<file path="src/rtl/metadata_pkg.sv">
// Shared widths, per-word metadata record and sequencer state encoding
// for the metadata word sequencer and its offset accumulator.
package metadata_pkg;

  localparam int L2_WIDTH         = 512;
  localparam int WordWidth_WIDTH  = 32;
  localparam int NumOfBytesInWord = 4;
  localparam int MAXNUMWORD       = 32;
  localparam int BW_WIDTH         = 5;
  localparam int OFFSET_WIDTH     = 10;
  localparam int NUMWORDS_WIDTH   = 6;
  localparam int INDEX_WIDTH      = 5;

  typedef struct packed {
    logic [BW_WIDTH-1:0]         bitWidth;
    logic [WordWidth_WIDTH-1:0]  Mid;
    logic                        Conv;
    logic [NumOfBytesInWord-1:0] isBool;
  } word_meta_t;

  typedef enum logic {
    IDLE   = 1'b0,
    STREAM = 1'b1
  } seq_state_t;

  // Word counts above the array depth are treated as a full block.
  function automatic logic [NUMWORDS_WIDTH-1:0] clamp_words(input logic [NUMWORDS_WIDTH-1:0] n);
    return (n > NUMWORDS_WIDTH'(MAXNUMWORD)) ? NUMWORDS_WIDTH'(MAXNUMWORD) : n;
  endfunction

endpackage

</file>
<file path="src/rtl/metadata_offset_accum.sv">
// Running bit offset of the current word inside the packed L2 line, with a
// sticky flag raised once an accepted word would spill past the line end.
module metadata_offset_accum
  import metadata_pkg::*;
(
  input  logic                    clk,
  input  logic                    rst,
  input  logic                    clear,
  input  logic                    accept,
  input  logic [BW_WIDTH-1:0]     bit_width,
  output logic [OFFSET_WIDTH-1:0] offset,
  output logic                    overflow
);

  logic [OFFSET_WIDTH-1:0] offset_q, offset_d;
  logic                    overflow_q, overflow_d;
  logic [OFFSET_WIDTH:0]   sum;

  always_comb begin
    sum        = {1'b0, offset_q} + (OFFSET_WIDTH+1)'(bit_width);
    offset_d   = offset_q;
    overflow_d = overflow_q;
    if (clear) begin
      offset_d   = '0;
      overflow_d = 1'b0;
    end else if (accept) begin
      offset_d = sum[OFFSET_WIDTH-1:0];
      if (sum > (OFFSET_WIDTH+1)'(L2_WIDTH)) begin
        overflow_d = 1'b1;
      end
    end
  end

  always_ff @(posedge clk) begin
    if (rst) begin
      offset_q   <= '0;
      overflow_q <= 1'b0;
    end else begin
      offset_q   <= offset_d;
      overflow_q <= overflow_d;
    end
  end

  assign offset   = offset_q;
  assign overflow = overflow_q;

endmodule

</file>
<file path="src/rtl/metadata_word_sequencer.sv">
// Captures one rotated metadata set per block and streams it out one word
// per handshake, tagging each word with its index and packed bit offset.
module metadata_word_sequencer
  import metadata_pkg::*;
(
  input  logic                                   clk,
  input  logic                                   rst,
  input  logic                                   load_valid,
  output logic                                   load_ready,
  input  logic [NUMWORDS_WIDTH-1:0]              numWords,
  input  logic [BW_WIDTH*MAXNUMWORD-1:0]         bitWidthArray,
  input  logic [WordWidth_WIDTH*MAXNUMWORD-1:0]  MidArray,
  input  logic [MAXNUMWORD-1:0]                  ConvArray,
  input  logic [NumOfBytesInWord*MAXNUMWORD-1:0] isBoolArray,
  output logic                                   out_valid,
  input  logic                                   out_ready,
  output logic [BW_WIDTH-1:0]                    out_bitWidth,
  output logic [WordWidth_WIDTH-1:0]             out_Mid,
  output logic                                   out_Conv,
  output logic [NumOfBytesInWord-1:0]            out_isBool,
  output logic [INDEX_WIDTH-1:0]                 out_index,
  output logic [OFFSET_WIDTH-1:0]                out_bitOffset,
  output logic                                   out_last,
  output logic                                   done,
  output logic                                   overflow,
  output logic                                   busy
);

  seq_state_t                       state_q, state_d;
  word_meta_t [MAXNUMWORD-1:0]      meta_q, meta_d, load_meta;
  logic [NUMWORDS_WIDTH-1:0]        remaining_q, remaining_d, load_count;
  logic [INDEX_WIDTH-1:0]           index_q, index_d;
  logic                             out_valid_q, out_valid_d;
  logic                             load_ready_q, load_ready_d;
  logic                             out_last_q, out_last_d;
  logic                             done_q, done_d;
  logic                             clear, accept;
  word_meta_t                       cur;

  generate
    for (genvar gi = 0; gi < MAXNUMWORD; gi++) begin : g_unpack
      assign load_meta[gi] = '{
        bitWidth: bitWidthArray[gi*BW_WIDTH +: BW_WIDTH],
        Mid:      MidArray[gi*WordWidth_WIDTH +: WordWidth_WIDTH],
        Conv:     ConvArray[gi],
        isBool:   isBoolArray[gi*NumOfBytesInWord +: NumOfBytesInWord]
      };
    end
  endgenerate

  assign load_count = clamp_words(numWords);
  assign cur        = meta_q[0];

  always_comb begin
    state_d     = state_q;
    meta_d      = meta_q;
    remaining_d = remaining_q;
    index_d     = index_q;
    done_d      = 1'b0;
    clear       = 1'b0;
    accept      = 1'b0;
    case (state_q)
      IDLE: begin
        if (load_valid) begin
          meta_d      = load_meta;
          remaining_d = load_count;
          index_d     = '0;
          clear       = 1'b1;
          // An empty block completes immediately without emitting a word.
          if (load_count == '0) begin
            done_d = 1'b1;
          end else begin
            state_d = STREAM;
          end
        end
      end
      STREAM: begin
        if (out_ready) begin
          accept      = 1'b1;
          meta_d      = {word_meta_t'('0), meta_q[MAXNUMWORD-1:1]};
          index_d     = index_q + INDEX_WIDTH'(1);
          remaining_d = remaining_q - NUMWORDS_WIDTH'(1);
          if (remaining_q == NUMWORDS_WIDTH'(1)) begin
            state_d = IDLE;
            done_d  = 1'b1;
          end
        end
      end
      default: state_d = IDLE;
    endcase
    out_valid_d  = (state_d == STREAM);
    load_ready_d = (state_d == IDLE);
    out_last_d   = (state_d == STREAM) && (remaining_d == NUMWORDS_WIDTH'(1));
  end

  always_ff @(posedge clk) begin
    if (rst) begin
      state_q      <= IDLE;
      meta_q       <= '0;
      remaining_q  <= '0;
      index_q      <= '0;
      out_valid_q  <= 1'b0;
      load_ready_q <= 1'b1;
      out_last_q   <= 1'b0;
      done_q       <= 1'b0;
    end else begin
      state_q      <= state_d;
      meta_q       <= meta_d;
      remaining_q  <= remaining_d;
      index_q      <= index_d;
      out_valid_q  <= out_valid_d;
      load_ready_q <= load_ready_d;
      out_last_q   <= out_last_d;
      done_q       <= done_d;
    end
  end

  metadata_offset_accum u_offset_accum (
    .clk       (clk),
    .rst       (rst),
    .clear     (clear),
    .accept    (accept),
    .bit_width (cur.bitWidth),
    .offset    (out_bitOffset),
    .overflow  (overflow)
  );

  assign load_ready   = load_ready_q;
  assign out_valid    = out_valid_q;
  assign busy         = out_valid_q;
  assign out_last     = out_last_q;
  assign done         = done_q;
  assign out_index    = index_q;
  assign out_bitWidth = cur.bitWidth;
  assign out_Mid      = cur.Mid;
  assign out_Conv     = cur.Conv;
  assign out_isBool   = cur.isBool;

endmodule

</file>
<file path="config.mk">
export PLATFORM = sky130hd
export DESIGN_NAME = metadata_word_sequencer
export DESIGN_NICKNAME = d
export VERILOG_FILES = /design/src/rtl/metadata_pkg.sv /design/src/rtl/metadata_offset_accum.sv /design/src/rtl/metadata_word_sequencer.sv
export SDC_FILE = /design/constraint.sdc
export NUM_CORES = 2
export LEC_CHECK = 0
export ABC_AREA = 1
export CAP_MARGIN = 20
export CORE_AREA = 2 2 546 548
export DETAILED_ROUTE_END_ITERATION = 8
export DIE_AREA = 0 0 548 550
export PLACE_DENSITY_LB_ADDON = 0.1
export SLEW_MARGIN = 10
export SYNTH_ARGS = -nofsm -noshare
export SYNTH_HDL_FRONTEND = slang
export SYNTH_SLANG_ARGS = --single-unit
export TNS_END_PERCENT = 1
</file>
<file path="constraint.sdc">
create_clock -name clk -period 1.9 [get_ports clk]
set_input_delay 0.285 -clock clk [delete_from_list [all_inputs] [get_ports clk]]
set_output_delay 0.285 -clock clk [all_outputs]
set_load 0.05 [all_outputs]
</file>
After elaboration in Yosys (flattened, before gate mapping)

Index checks and enable logic that the tools add are counted.

Flip-flop bits (word level): 1370
Input bits: 1354
Output and inout bits: 63
Logic and storage cells: 176

$add $sub $neg: 3
Order comparisons: 2
Eq/ne operators: 4
Multiplexer cells: 24
Bitwise logic cells: 2
Reduce and logical (&&, ||, !) cells: 5

Operators by type and width:

| operator                                                                          | number |
|---|---|
| 1344-bit two-way mux                                                              | 2 |
| 1344-bit case mux with 2 select lines                                             | 1 |
| 6-bit two-way mux                                                                 | 3 |
| 6-bit by 1-bit == test with 1-bit output, second input constant                   | 2 |
| 1-bit two-way mux                                                                 | 12 |
| 6-bit case mux with 2 select lines                                                | 1 |
| 10-bit by 5-bit adder with 11-bit output                                          | 1 |
| 11-bit by 10-bit greater-than comparator with 1-bit output, second input constant | 1 |
| 5-bit two-way mux                                                                 | 2 |
| 5-bit case mux with 2 select lines                                                | 1 |
| 6-bit greater-than comparator, second input constant                              | 1 |
| 6-bit zero test                                                                   | 1 |
| 6-bit by 1-bit subtractor with 6-bit output, second input constant                | 1 |
| 5-bit by 1-bit adder with 5-bit output, second input constant                     | 1 |
| 2-bit != test, second input constant                                              | 2 |
| 1-bit case mux with 2 select lines                                                | 2 |
| 2-bit AND reduction                                                               | 2 |
| 1-bit NOT                                                                         | 2 |
| 2-bit OR reduction                                                                | 1 |
| 1-bit logical AND                                                                 | 1 |

Depth between registers and ports, before layout

Depth after elaboration: 7
Mapped depth: 14
Gate-level depth less buffers: 14

By module

A second synthesis with hierarchy kept.

Cell total of the unflattened synthesis: 7742
Area total of the unflattened synthesis: 57423.8 µm²

Modules (own cells, without submodules):

| module                  | times used | cells an instance | area an instance (µm²) | seq. area each (µm²) |
|---|---|---|---|---|
| metadata_word_sequencer | 1          | 7590              | 56529.2                | 27206.1 |
| metadata_offset_accum   | 1          | 152               | 894.6                  | 220.2 |

Least setup slack after synthesis

No wires, ideal clock.

Path type: reg2reg
Start: register u_offset_accum.offset_q[0], in the netlist u_offset_accum.offset[0]
End: register u_offset_accum.overflow_q, in the netlist u_offset_accum.overflow
Setup time: 0.118 ns
Data arrival time: 1.988 ns
Path slack: -0.206 ns
Cell stages (with the launch flop): 14
Path buffers: 0
Period minus slack after synthesis: 2.106 ns
Cells stage by stage: dfxtp_1 > ha_1 > inv_1 > fa_1 > inv_1 > nand2_1 > nand2_1 > nand3_1 > nand2_1 > nand3_1 > nand2_1 > nand3_1 > nand2_1 > a21oi_1

Cells in the longest elaborated chain, start to end: 3

Ends and longest elaborated chain:

| item                                                       | RTL line                    | text |
|---|---|---|
| from (decl)                                                | metadata_offset_accum.sv:15 | `logic [OFFSET_WIDTH-1:0] offset_q, offset_d;` |
| from (signal assigned)                                     | metadata_offset_accum.sv:39 | `offset_q <= offset_d;` |
| 10-bit by 5-bit adder with 11-bit output                   | metadata_offset_accum.sv:20 | `sum = {1'b0, offset_q} + (OFFSET_WIDTH+1)'(bit_width);` |
| 11-bit by 10-bit greater-than comparator with 1-bit output | metadata_offset_accum.sv:28 | `if (sum > (OFFSET_WIDTH+1)'(L2_WIDTH)) begin` |
| 2-bit AND reduction (no source line)                       | --                          |  |
| to (signal assigned)                                       | metadata_offset_accum.sv:40 | `overflow_q <= overflow_d;` |
| to (decl)                                                  | metadata_offset_accum.sv:16 | `logic overflow_q, overflow_d;` |

No other way between the ends.
A chain may end at the register's enable or synchronous reset.

==> impl_metrics.csv <==
group,metric,value,unit
run_status,status,"finished, violations left",
run_status,violations,"setup timing",
floorplanning,die_w,548,microns
sta,clock-skew-final,0.0573,ns
worst_setup_path,worstPathMaxFanout,55,
worst_setup_path,slowest_stage,"dfxtp_4",
logic_synthesis,yosys_register_bits,1370,
logic_synthesis,syn_area_per_cell,7.41,sq um
layout,final_cell_mix,"2740 x nand2_1, 1360 x dfxtp_1, 1352 x clkdlybuf4s50_1",
sta,fmax,526,MHz
sta,final-setup-viol-count,1,
grt,antenna_found_initial,111,
sta,min_period_over_period,100,%
floorplanning,core_area,296000,sq um
clock_tree,clk_latency,0.85,ns
route,route.detailed.drc,0,
worst_setup_path,start_kind,"flop",
grt,grt_start_max_net_pins,132,
worst_setup_path,critPathTopFamily,"buffers and inverters",
layout,nets,10800,
power,pwr_density_cell,930,nW/um^2
route,vias,62300,
layout,postLayoutCellArea,88500,sq um
power,ir_worst_vdd,0.635,mV
worst_setup_path,reg2reg_setup_slack,-0.00008,ns
power,swShare,29.2,%
logic_synthesis,synth_edf_count,0,
grt,grt_use_total,19.7,%
clock_tree,cts_sinks,1370,
floorplanning,row_count,200,
layout,final_common_cell,"nand2_1",
sta,grt_setup_unrepaired,"true",
place,placed_cells,12700,
place,gp_congestion,0.859,
floorplanning,ios,1417,
grt,grt_pass1_vias,62700,
place,io_buffers,1416,
logic_synthesis,netlist_area,57100,sq um
route,wirelength,313,mm
logic_synthesis,async_flop_share,0,%
sta,hold_violations,0,
route,wl_per_cell,23.1,microns
logic_synthesis,yosysSeqAreaShare,48.0,%
clock_tree,cts_buffer_depth,4,
grt,grt_pass1_wl,439,mm
clock_tree,root_buffer,"clkbuf_16",
sta,layout_setup_ws,-0.0000804,ns
logic_synthesis,post_synth_num_cell_types,35,
clock_tree,cts.htree.levels,4,
power,p_switching,24.0,mW
logic_synthesis,synth_fp_nets,9068,
worst_setup_path,path_cells,"buf_6, nand2_2, inv_4, nor2_8, clkinv_16, buf_12, buf_12, o21ai_0, a31oi_1",
worst_setup_path,worstSetupPathDepth,9,
logic_synthesis,postSynthCellCount,7705,
worst_setup_path,rr_startpoint,"busy$_SDFF_PP0_",
worst_setup_path,crit_type,"reg2reg",
route,ant_nets,0,
worst_setup_path,critPathMostFrequentCell,"buf_12",
layout,area_growth,55.0,%
place,place_hpwl,238,mm
place,post_dp_cell_area,77000,sq um
logic_synthesis,synth_ff_type,"dfxtp_1",
worst_setup_path,worst-path-buf-inv,5,
power,clock_power_share,40.6,%
worst_setup_path,max_stage_delay,0.36,ns
sta,drv_slew,0,
power,leakagePower,33.1,nW
worst_setup_path,endpoint,"meta_q[829]$_SDFFE_PP0P_",
clock_tree,path_clk_slew,0.06,ns
worst_setup_path,worstPathRequired,2.59,ns
sta,relSlewSlack,48.4,%
logic_synthesis,yosys_warnings,0,
worst_hold_path,hold_class,"in2reg",
worst_setup_path,crit_start,"busy$_SDFF_PP0_",
floorplanning,initial_core_util,19.3,%
floorplanning,dieHeight,550,microns
clock_tree,cts_made_buffers,181,
worst_setup_path,cp.arrival,2.59,ns
floorplanning,fp.dieArea,301000,sq um
job,drv_cap,0,
layout,fin_cells,13600,
worst_setup_path,ff2ff_path_depth,9,
worst_setup_path,rr_endpoint,"meta_q[829]$_SDFFE_PP0P_",
power,combPwrFrac,18.8,%
power,p_seq_share,40.6,%
clock_tree,cts_tree,"yes",
route,drt_iter0_markers,4407,
route,via_per_inst,4.60,
worst_setup_path,cp-end-kind,"flop",
grt,grt_overflow_total,0,
layout,drive_gt1_share,7.97,%
route,first_pass_iters,5,
sta,tightest_slew,0.774,ns
power,internal-power,58.2,mW
sta,layout_min_cycle_time,1.90,ns
[per-layer routing]
layer	GRT usage [%]	vias to the layer above	wire, microns
met5	0	-	292
met4	5.51	48	8360
li1	-	30300	-
met2	33.8	1834	150000
met3	3.30	437	16100
met1	25.2	29700	138000
[registers in the layout, summed over array words and instances, names as in the netlist]
name and cells:
u_offset_accum.overflow 1, busy 1, out_index 5, out_isBool 4, out_last 1, load_ready 1, meta_q 1302, u_offset_accum.offset 10
done 1, out_bitWidth 5, remaining_q 6, out_Mid 32, out_Conv 1
[worst register-to-register path, stage by stage (launching register included)]
cell	delay (ns)
dfxtp_4	0.36
buf_6	0.14
nand2_2	0.08
inv_4	0.05
nor2_8	0.21
clkinv_16	0.17
buf_12	0.28
buf_12	0.21
o21ai_0	0.19
a31oi_1	0.06
[worst min-delay path by stage]
| stage | startpoint | to | slack [ns] | depth (start not counted) |
|---|---|---|---|---|
| 3_3_place_gp | u_offset_accum.overflow$_SDFFE_PP0P_ | u_offset_accum.overflow$_SDFFE_PP0P_ | 0.44 | 2 |
| 4_1_cts | MidArray[52] | meta_q[67]$_SDFFE_PP0P_ | 0.00005 | 3 |
| 3_5_place_dp | u_offset_accum.overflow$_SDFFE_PP0P_ | u_offset_accum.overflow$_SDFFE_PP0P_ | 0.44 | 2 |
| 6_report | MidArray[563] | meta_q[738]$_SDFFE_PP0P_ | 0.07 | 3 |
| 5_1_grt | MidArray[536] | meta_q[701]$_SDFFE_PP0P_ | 0.02 | 3 |
| 2_1_floorplan | isBoolArray[127] | meta_q[1305]$_SDFFE_PP0P_ | 0.43 | 2 |
[area by class of cell]
cell class              count  area (sq um)
repair inverters            2          40.0
diodes                     49           123
multi-input cells        5502         26000
fillers                 32200        207000
flip-flops and latches   1370         27400
repair buffers           2326         24100
inverters                  50           250
clock inverters            38           350
well taps                3939          4930
clock buffers             274          5270
[repair_timing]
action                     in CTS  in global routing
setup buffers                   3                  2
hold endpoints to repair      527                  0
hold buffers                  525                  0
pin swaps                       0                  2
resized for setup             163                272
setup endpoints to repair      47                481
cloned                          1                  5
[Yosys cell counts (2+ instances only)]
cell type	number	area, sq um
a21oi_1	57	285
a22oi_1	3	22.5
a31oi_1	1302	8150
buf_2	273	1370
buf_4	58	435
buf_6	14	158
clkbuf_1	436	1640
dfxtp_1	1370	27400
ha_1	8	100
inv_1	45	169
inv_2	2	7.51
inv_4	2	12.5
nand2_1	2748	10300
nand3_1	20	100
nand4_1	4	25.0
nor2_1	23	86.3
nor3_1	3	15.0
o211ai_1	4	30.0
o21ai_0	841	4210
o21ai_1	475	2380
o22ai_1	2	12.5
xnor2_1	2	17.5
[kinds of logic (layout without fill, tap and decap cells)]
kind of cell             count (synthesis)  after routing  share of synthesized area (%)
other                                    0             49                              0
adder cells (fa/ha/maj)                  9              9                          0.210
buffers and inverters                  833           2690                           6.68
flip-flops                            1370           1370                           48.0
AO/OA/AOI/OAI                         2689           2689                           26.5
AND/OR/NAND/NOR                       2802           2802                           18.5
XOR/XNOR                                 2              2                         0.0307
[power groups by stage]
stage          logic, mW  registers [mW]  clock network, mW
4_1_cts             15.4            33.4               34.4
3_3_place_gp        14.2            34.0                  0
5_1_grt             16.9            33.7               35.5
6_report            15.5            33.4               33.4
3_5_place_dp        14.2            34.0                  0
2_1_floorplan       7.15            33.2                  0
[through the flow]
step	power [mW]	setup slack [ns]	hold slack, ns	util (%)	TNS (ns)
after global routing	86.0	-0.0884	0.0220	29.9	-15.25
after CTS	83.1	-0.0630	0.0000479	29.7	-0.239
final	82.2	-0.0000804	0.0684	29.9	-0.0000804
after global placement	48.1	-0.439	0.441	26.0	-425.52
after detailed placement	48.2	-0.439	0.438	26.0	-440.50
after floorplan	40.3	-0.0188	0.433	-	-0.0188
No activity file was read; power rests on OpenSTA's default activity.
